==> config.mk <==
export PLATFORM = sky130hd
export DESIGN_NAME = bp_update_sched_flat
export DESIGN_NICKNAME = d
export VERILOG_FILES = /design/src/rtl/bp_update_sched_if.sv /design/src/rtl/bp_update_sched.sv /design/src/flat_wrapper.sv
export SDC_FILE = /design/constraint.sdc
export NUM_CORES = 1
export LEC_CHECK = 0
export ABC_AREA = 1
export CORE_ASPECT_RATIO = 1.2
export CORE_MARGIN = 3
export CORE_UTILIZATION = 42
export CTS_CLUSTER_DIAMETER = 120
export DETAILED_ROUTE_END_ITERATION = 10
export PLACE_DENSITY = 0.73
export REMOVE_ABC_BUFFERS = 1
export SLEW_MARGIN = 20
export SYNTH_ARGS = -nofsm -noshare
export SYNTH_HDL_FRONTEND = slang
export SYNTH_SLANG_ARGS = --single-unit
==> constraint.sdc <==
create_clock -name clock -period 21.1 [get_ports clock]
set_input_delay 2.11 -clock clock [delete_from_list [all_inputs] [get_ports clock]]
set_output_delay 2.11 -clock clock [all_outputs]
set_load 0.01 [all_outputs]
==> src/rtl/bp_update_sched_if.sv <==
// Retire-side and predictor-side signal bundle for the branch update scheduler.
`ifndef WAYS
`define WAYS 2
`endif
`ifndef XLEN
`define XLEN 32
`endif

interface bp_update_sched_if #(
  parameter int WAYS  = `WAYS,
  parameter int XLEN  = `XLEN,
  parameter int DEPTH = 8
);
  localparam int CNT_W = $clog2(DEPTH) + 1;

  logic [WAYS-1:0]           in_valid;
  logic [WAYS-1:0][XLEN-1:0] in_PC;
  logic [WAYS-1:0]           in_direction;
  logic [WAYS-1:0][XLEN-1:0] in_target;
  logic                      in_ready;
  logic                      stall;
  logic [WAYS-1:0][XLEN-1:0] PC_update;
  logic [WAYS-1:0]           direction_update;
  logic [WAYS-1:0][XLEN-1:0] target_update;
  logic [WAYS-1:0]           valid_update;
  logic [CNT_W-1:0]          count;
  logic                      empty;

  // Retirement + predictor side (drives commits and stall).
  modport master (
    output in_valid, in_PC, in_direction, in_target, stall,
    input  in_ready, PC_update, direction_update, target_update, valid_update, count, empty
  );

  // Scheduler side.
  modport slave (
    input  in_valid, in_PC, in_direction, in_target, stall,
    output in_ready, PC_update, direction_update, target_update, valid_update, count, empty
  );
endinterface

==> src/rtl/bp_update_sched.sv <==
// Branch-predictor update scheduler: circular queue of committed branches,
// issues an in-order, index-conflict-free prefix per cycle.
`ifndef WAYS
`define WAYS 2
`endif
`ifndef XLEN
`define XLEN 32
`endif

module bp_update_sched #(
  parameter int WAYS     = `WAYS,
  parameter int XLEN     = `XLEN,
  parameter int DEPTH    = 8,
  parameter int IDX_BITS = 7
) (
  input logic               clock,
  input logic               reset,
  bp_update_sched_if.slave  bus
);
  localparam int PTR_W = $clog2(DEPTH);
  localparam int CNT_W = PTR_W + 1;

  logic [XLEN-1:0]  pc_mem  [DEPTH];
  logic [XLEN-1:0]  tgt_mem [DEPTH];
  logic [DEPTH-1:0] dir_mem;

  logic [PTR_W-1:0] head_q, head_d, tail_q, tail_d;
  logic [CNT_W-1:0] count_q, count_d, n_in, n_out;
  logic             in_ready;

  logic [PTR_W-1:0]    wr_ptr [WAYS];
  logic [PTR_W-1:0]    rd_ptr [WAYS];
  logic [IDX_BITS-1:0] cidx   [WAYS];
  logic [WAYS-1:0]     sel;

  logic [WAYS-1:0][XLEN-1:0] pc_q, pc_d, tgt_q, tgt_d;
  logic [WAYS-1:0]           dir_q, dir_d, vld_q, vld_d;

  // A whole group must fit so upstream never sees a partial accept.
  assign in_ready = (CNT_W'(DEPTH) - count_q) >= CNT_W'(WAYS);

  // Compact valid lanes onto consecutive slots starting at tail.
  always_comb begin
    n_in = '0;
    for (int l = 0; l < WAYS; l++) begin
      wr_ptr[l] = tail_q + n_in[PTR_W-1:0];
      if (bus.in_valid[l]) n_in = n_in + CNT_W'(1);
    end
    if (!in_ready) n_in = '0;
  end

  // Issue candidates are the oldest WAYS entries.
  for (genvar k = 0; k < WAYS; k++) begin : g_cand
    assign rd_ptr[k] = head_q + PTR_W'(k);
    assign cidx[k]   = pc_mem[rd_ptr[k]][IDX_BITS+1:2];
  end

  // Select the longest in-order prefix with no repeated predictor index.
  always_comb begin
    logic go;
    sel   = '0;
    n_out = '0;
    go    = !bus.stall;
    for (int k = 0; k < WAYS; k++) begin
      if (CNT_W'(k) >= count_q) go = 1'b0;
      for (int j = 0; j < k; j++)
        if (cidx[j] == cidx[k]) go = 1'b0;
      sel[k] = go;
      if (go) n_out = n_out + CNT_W'(1);
    end
  end

  // Selected entries land in the low lanes; everything else reads as zero.
  always_comb begin
    pc_d  = '0;
    tgt_d = '0;
    dir_d = '0;
    vld_d = '0;
    for (int k = 0; k < WAYS; k++) begin
      if (sel[k]) begin
        pc_d[k]  = pc_mem[rd_ptr[k]];
        tgt_d[k] = tgt_mem[rd_ptr[k]];
        dir_d[k] = dir_mem[rd_ptr[k]];
        vld_d[k] = 1'b1;
      end
    end
  end

  assign head_d  = head_q + n_out[PTR_W-1:0];
  assign tail_d  = tail_q + n_in[PTR_W-1:0];
  assign count_d = count_q + n_in - n_out;

  // Queue pointers and occupancy; reset drops every queued entry at once.
  always_ff @(posedge clock or negedge reset) begin
    if (!reset) begin
      head_q  <= '0;
      tail_q  <= '0;
      count_q <= '0;
    end else begin
      head_q  <= head_d;
      tail_q  <= tail_d;
      count_q <= count_d;
    end
  end

  // Entry storage; contents are don't-care until written.
  always_ff @(posedge clock) begin
    for (int l = 0; l < WAYS; l++) begin
      if (in_ready && bus.in_valid[l]) begin
        pc_mem[wr_ptr[l]]  <= bus.in_PC[l];
        tgt_mem[wr_ptr[l]] <= bus.in_target[l];
        dir_mem[wr_ptr[l]] <= bus.in_direction[l];
      end
    end
  end

  // Registered predictor update port.
  always_ff @(posedge clock or negedge reset) begin
    if (!reset) begin
      pc_q  <= '0;
      tgt_q <= '0;
      dir_q <= '0;
      vld_q <= '0;
    end else begin
      pc_q  <= pc_d;
      tgt_q <= tgt_d;
      dir_q <= dir_d;
      vld_q <= vld_d;
    end
  end

  assign bus.in_ready         = in_ready;
  assign bus.PC_update        = pc_q;
  assign bus.target_update    = tgt_q;
  assign bus.direction_update = dir_q;
  assign bus.valid_update     = vld_q;
  assign bus.count            = count_q;
  assign bus.empty            = (count_q == '0);
endmodule

==> src/flat_wrapper.sv <==
// flat-port wrapper written by rule: the top's interface ports become plain ports
module bp_update_sched_flat 
#(
  parameter int WAYS     = `WAYS,
  parameter int XLEN     = `XLEN,
  parameter int DEPTH    = 8,
  parameter int IDX_BITS = 7
)
  (clock, reset, bus_in_valid, bus_in_PC, bus_in_direction, bus_in_target, bus_stall, bus_in_ready, bus_PC_update, bus_direction_update, bus_target_update, bus_valid_update, bus_count, bus_empty);
  bp_update_sched_if #(.WAYS(WAYS), .XLEN(XLEN), .DEPTH(DEPTH)) bus_i ();
  input logic clock;
  input logic reset;
  input wire logic [$bits(bus_i.in_valid)-1:0] bus_in_valid;
  input wire logic [$bits(bus_i.in_PC)-1:0] bus_in_PC;
  input wire logic [$bits(bus_i.in_direction)-1:0] bus_in_direction;
  input wire logic [$bits(bus_i.in_target)-1:0] bus_in_target;
  input wire logic [$bits(bus_i.stall)-1:0] bus_stall;
  output wire logic [$bits(bus_i.in_ready)-1:0] bus_in_ready;
  output wire logic [$bits(bus_i.PC_update)-1:0] bus_PC_update;
  output wire logic [$bits(bus_i.direction_update)-1:0] bus_direction_update;
  output wire logic [$bits(bus_i.target_update)-1:0] bus_target_update;
  output wire logic [$bits(bus_i.valid_update)-1:0] bus_valid_update;
  output wire logic [$bits(bus_i.count)-1:0] bus_count;
  output wire logic [$bits(bus_i.empty)-1:0] bus_empty;
  assign bus_i.in_valid = bus_in_valid;
  assign bus_i.in_PC = bus_in_PC;
  assign bus_i.in_direction = bus_in_direction;
  assign bus_i.in_target = bus_in_target;
  assign bus_i.stall = bus_stall;
  assign bus_in_ready = bus_i.in_ready;
  assign bus_PC_update = bus_i.PC_update;
  assign bus_direction_update = bus_i.direction_update;
  assign bus_target_update = bus_i.target_update;
  assign bus_valid_update = bus_i.valid_update;
  assign bus_count = bus_i.count;
  assign bus_empty = bus_i.empty;
  bp_update_sched #(.WAYS(WAYS), .XLEN(XLEN), .DEPTH(DEPTH), .IDX_BITS(IDX_BITS)) u_core (.clock(clock), .reset(reset), .bus(bus_i));
endmodule
* Word level (Yosys, flattened, before mapping)
Memory sizes are Yosys's and may differ from the RTL's.
Index checks and enable logic that the tools add are counted.
** Operators by class
- $add $sub $neg :: 9
- Mux-type cells :: 32
- $lt $le $gt $ge :: 9
- Eq/ne operators :: 1
- Reduce and logical (&&, ||, !) cells :: 6
** Operators by type and width (count)
- two-way mux 32 bit :: 4
- two-way mux 1 bit :: 17
- bitwise mux 8 bit :: 2
- < comparator 3 x 4 -> 1 bit, second input constant :: 4
- two-way mux 8 bit :: 2
- two-way mux 4 bit :: 3
- greater-or-equal comparator 1 x 4 -> 1 bit, first input constant :: 2
- == test 7 bit :: 1
- adder 3 bit :: 2
- binary-select mux 1 bit (select 3 bit) :: 2
- demux 1 bit (select 3 bit) :: 2
- greater-or-equal comparator 3 x 1 -> 1 bit, second input constant :: 2
- adder 1 x 1 -> 2 bit, second input constant :: 2
- adder 4 bit :: 1
- greater-or-equal comparator 4 x 2 -> 1 bit, second input constant :: 1
- logical AND 1 bit :: 4
- logical NOT 4 bit :: 1
- subtractor 4 bit :: 1
- subtractor 4 bit, first input constant :: 1
- adder 3 x 1 -> 3 bit :: 1
- adder 3 x 1 -> 3 bit, second input constant :: 1
- logical NOT 1 bit :: 1
** Word-level totals
- Memories :: 2
- Register bits after elaboration :: 150
- Output and inout bits :: 138
- Word-level logic and storage cells :: 69
- Bits of input ports :: 135
- Memory bits (writable) :: 512
** Memories
- u_core.pc_mem :: depth 8, bits a word 32, read ports 2, clocked after Yosys merged registers in 0, wr ports 2, line bp_update_sched.sv:23 : logic [XLEN-1:0] pc_mem [DEPTH];
- u_core.tgt_mem :: depth 8, bits a word 32, read ports 2, clocked after Yosys merged registers in 0, wr ports 2, line bp_update_sched.sv:24 : logic [XLEN-1:0] tgt_mem [DEPTH];

* Longest topological paths before layout
- Depth in word-level cells :: 8
- Mapped depth :: 24
- Mapped depth without buffers :: 20

* Least setup slack after synthesis
Ideal clock, no wire load.
- Path type :: input-to-reg
- From :: input port bus_in_valid[0]
- To :: memory u_core.pc_mem[0][0] (netlist name) (enable)
- Cell stages on the path :: 4
- Setup slack :: 13389 ps
- Path buffers :: 2
- Data required time :: 20526 ps
- Library setup time :: 574 ps
- Arrival :: 7137 ps
- Cells stage by stage :: clkbuf_1 -> nand2_1 -> buf_2 -> o21ai_0
** RTL lines
- start, declared :: line flat_wrapper.sv:13 : input wire logic [$bits(bus_i.in_valid)-1:0] bus_in_valid;
- end, declared :: line bp_update_sched.sv:23

==> results_dict.tcl <==
set metrics [dict create \
    status "completed" \
    synthArstFlopShare 0.215 \
    clk_latency_ns 0.65 \
    fillers 7583 \
    cp_top_family "simple AND/OR/NAND/NOR gates" \
    yosysTopAreaCellShare 0.434 \
    syn_to_final_growth_pct 15.1 \
    htreeDepth 3 \
    dp_hpwl_mm 62.8 \
    hp-class "flop to flop" \
    cts_root_buf "clkbuf_16" \
    hold_depth 4 \
    cp_num_buf_inv 4 \
    clkPwrFrac 0.196 \
    combPwrFrac 0.486 \
    yosysTopAreaCell "edfxtp_1" \
    vias 30300 \
    p_seq_frac 0.318 \
    wl_mm 108 \
    numCtsBuffers 71 \
    remaining_drc_errors 0 \
    wl_per_cell_um 20.2 \
    start_util 0.424 \
    synthCells 4148 \
    postCtsSetupBuffers 0 \
    drt_iter0_markers 3915 \
    clk_pin_slew_ns 0.06 \
    die_area_um2 87900 \
    crit_path_end_kind "flop" \
    cpPeakStageDelay_ns 0.84 \
    final_cell_mix "nand2_1 (937), o21ai_0 (915), edfxtp_1 (512), inv_1 (325), a21oi_1 (291)" \
    synth-edff-count 512 \
    gr-usage-all-layers 0.238 \
    fmax_mhz 168 \
    antenna_found_initial 8 \
    fin_crit_sh 0.283 \
    hold_buffers 0 \
    final_nets 4286 \
    hold_ws_ns 0.560 \
    port_buffers 272 \
    tightestPinTransition_ns 1.23 \
    postRouteAntennaNets 0 \
    p_leak_nw 16.5 \
    min_period_ns 5.96 \
    rr_startpoint "u_core.head_q[0]" \
    drt_pass1_iterations 6 \
    r2r_slack_ns 16.03 \
    numClockSinks 662 \
    final_common_cell "nand2_1" \
    synth_seq_cells 662 \
    synth_top_cells_by_area "edfxtp_1 (43%), o21ai_0 (13%), dfrtp_1 (10%)" \
    power_mw 6.86 \
    p_per_area_nw_per_um2 168 \
    core-area_um2 83500 \
    ys_types 36 \
    grt_pass1_wl_mm 163 \
    finClkSkew_ns 0.0360 \
    critPathKind "primary input to flop" \
    ctsResizeCount 0 \
    rsz0062_at_grt "false" \
    dp_slack_ns 14.54 \
    seq_area_um2 19100 \
    required_ns 21.35 \
    cts_tree "built" \
    worst_slack_ns 15.14 \
    io_pins 273 \
    critPathMaxFanout 66 \
    slew_violations 0 \
    clockBufferDepth 3 \
    crit_path_cell_trace "clkdlybuf4s50_1 -> ha_1 -> ha_1 -> xnor2_1 -> inv_1 -> nor2_1 -> inv_1 -> nor2_1 -> nand3_4 -> nand2_4 -> buf_4" \
    worstHoldStart "u_core.dir_mem[5]" \
    seq_area_frac_synth 0.539 \
    r2r_end "u_core.bus.count[2]" \
    die_width_um 271 \
    grt_max_degree 290 \
    max_slew_margin 0.181 \
    gp_congestion 0.831 \
    rows 116 \
    p_int_mw 3.81 \
    syn_area_per_cell_um2 8.54 \
    crit_arrival_ns 6.21 \
    yosys_warnings 0 \
    die_h_um 324 \
    crit_slowest_cell "nand2_4" \
    viasPerCell 5.70 \
    setup_violations 0 \
    synth-main-ff-cell "edfxtp_1" \
    swShare 0.445 \
    grt_pass1_vias 28200 \
    r2r_cells 19 \
    cp-start-kind "primary input" \
    syn-cell-area_um2 35400 \
    switchingPower_mw 3.05 \
    final_hold_viol_count 0 \
    multi_input_area_um2 13500 \
    finalSetupTns_ns 0 \
    drive_gt1_frac 0.0475 \
    final_util 0.488 \
    maxCapViolations 0 \
    grt_overflow 0 \
    whs_endpoint "u_core.dir_mem[5]" \
    irDropWorstVdd_uv 145 \
]
-- cell families (layout without fill, tap and decap cells) --
family / after synthesis / after routing / synth area share
and+or+nand+nor: 1212 / 1212 / 0.135
AOI/OAI and AO/OA: 1518 / 1518 / 0.230
DFF: 662 / 662 / 0.539
buffers and inverters: 729 / 773 / 0.0857
muxes: 2 / 2 / 0.000636
xor gates and xnor gates: 7 / 7 / 0.00247
other: 0 / 3 / 0
adders and majority gates: 18 / 18 / 0.00721
-- worst min-delay path, cell delays in order, from the launching register on --
cell and delay [ns]:
dfxtp_1 0.33, nand2_1 0.05, nand3_1 0.06, nand2_1 0.05, inv_1 0.04
-- power by group through the flow --
stage	clock [mW]	sequential (mW)	combinational, mW
global placement	0	2.19	3.23
CTS	1.36	2.18	3.31
finish	1.34	2.18	3.33
global route	1.41	2.23	3.68
floorplan	0	2.39	2.14
detailed placement	0	2.20	3.29
-- state kept, by name, indices dropped and copies added, names as in the netlist --
register and flops:
u_core.pc_mem 256, u_core.bus.target_update 64, u_core.dir_mem 8, u_core.bus.valid_update 2
u_core.tgt_mem 256, u_core.head_q 3, u_core.tail_q 3, u_core.bus.PC_update 64
u_core.bus.count 4, u_core.bus.direction_update 2
-- layout make-up --
cell class / count / share of cell area
flip-flops and latches: 662 / 0.468
multi-input cells: 2757 / 0.330
repair buffers: 310 / 0.0742
clock buffers: 104 / 0.0527
well taps: 1121 / 0.0344
inverters: 331 / 0.0307
clock inverters: 28 / 0.00918
diodes: 3 / 0.000184
-- layer usage --
metal,vias up,global-route usage,share of wire
met1,14300,0.297,0.39
met5,-,0,0.00037
li1,14300,-,-
met2,1495,0.408,0.48
met4,6,0.104,0.038
met3,251,0.0411,0.091
-- cells in the mapped netlist (11+ instances only) --
master / instances
a21oi_1: 291
nand2_1: 944
inv_1: 326
o211ai_1: 62
o21ai_0: 917
buf_1: 30
a32oi_1: 57
clkbuf_2: 23
o21ai_1: 68
clkbuf_1: 175
nor2_1: 146
a31oi_1: 116
edfxtp_1: 512
buf_4: 11
buf_2: 154
nand3_1: 92
ha_1: 14
dfrtp_1: 142
-- per-stage QoR --
step                      instances  area, µm²
after floorplan                3750      33600
after global placement         5181      38200
after detailed placement       5181      38200
after CTS                      5313      40800
after global routing           5313      40800
final                          5316      40800
-- worst max-delay path by stage --
| stage | start | end | slack (ns) | cells past startpoint |
|---|---|---|---|---|
| after CTS | bus_in_valid[0] | u_core.tgt_mem[2][25] | 15.19 | 11 |
| after detailed placement | bus_in_valid[0] | u_core.pc_mem[2][14] | 14.54 | 11 |
| final | bus_in_valid[0] | u_core.tgt_mem[2][25] | 15.14 | 11 |
| after global placement | bus_in_valid[0] | u_core.pc_mem[2][14] | 14.56 | 11 |
| after floorplan | u_core.head_q[0] | u_core.bus.count[2] | -2.28 | 17 |
| after global routing | bus_in_valid[0] | u_core.tgt_mem[2][25] | 14.86 | 11 |
No activity file was read; power rests on OpenSTA's default activity.
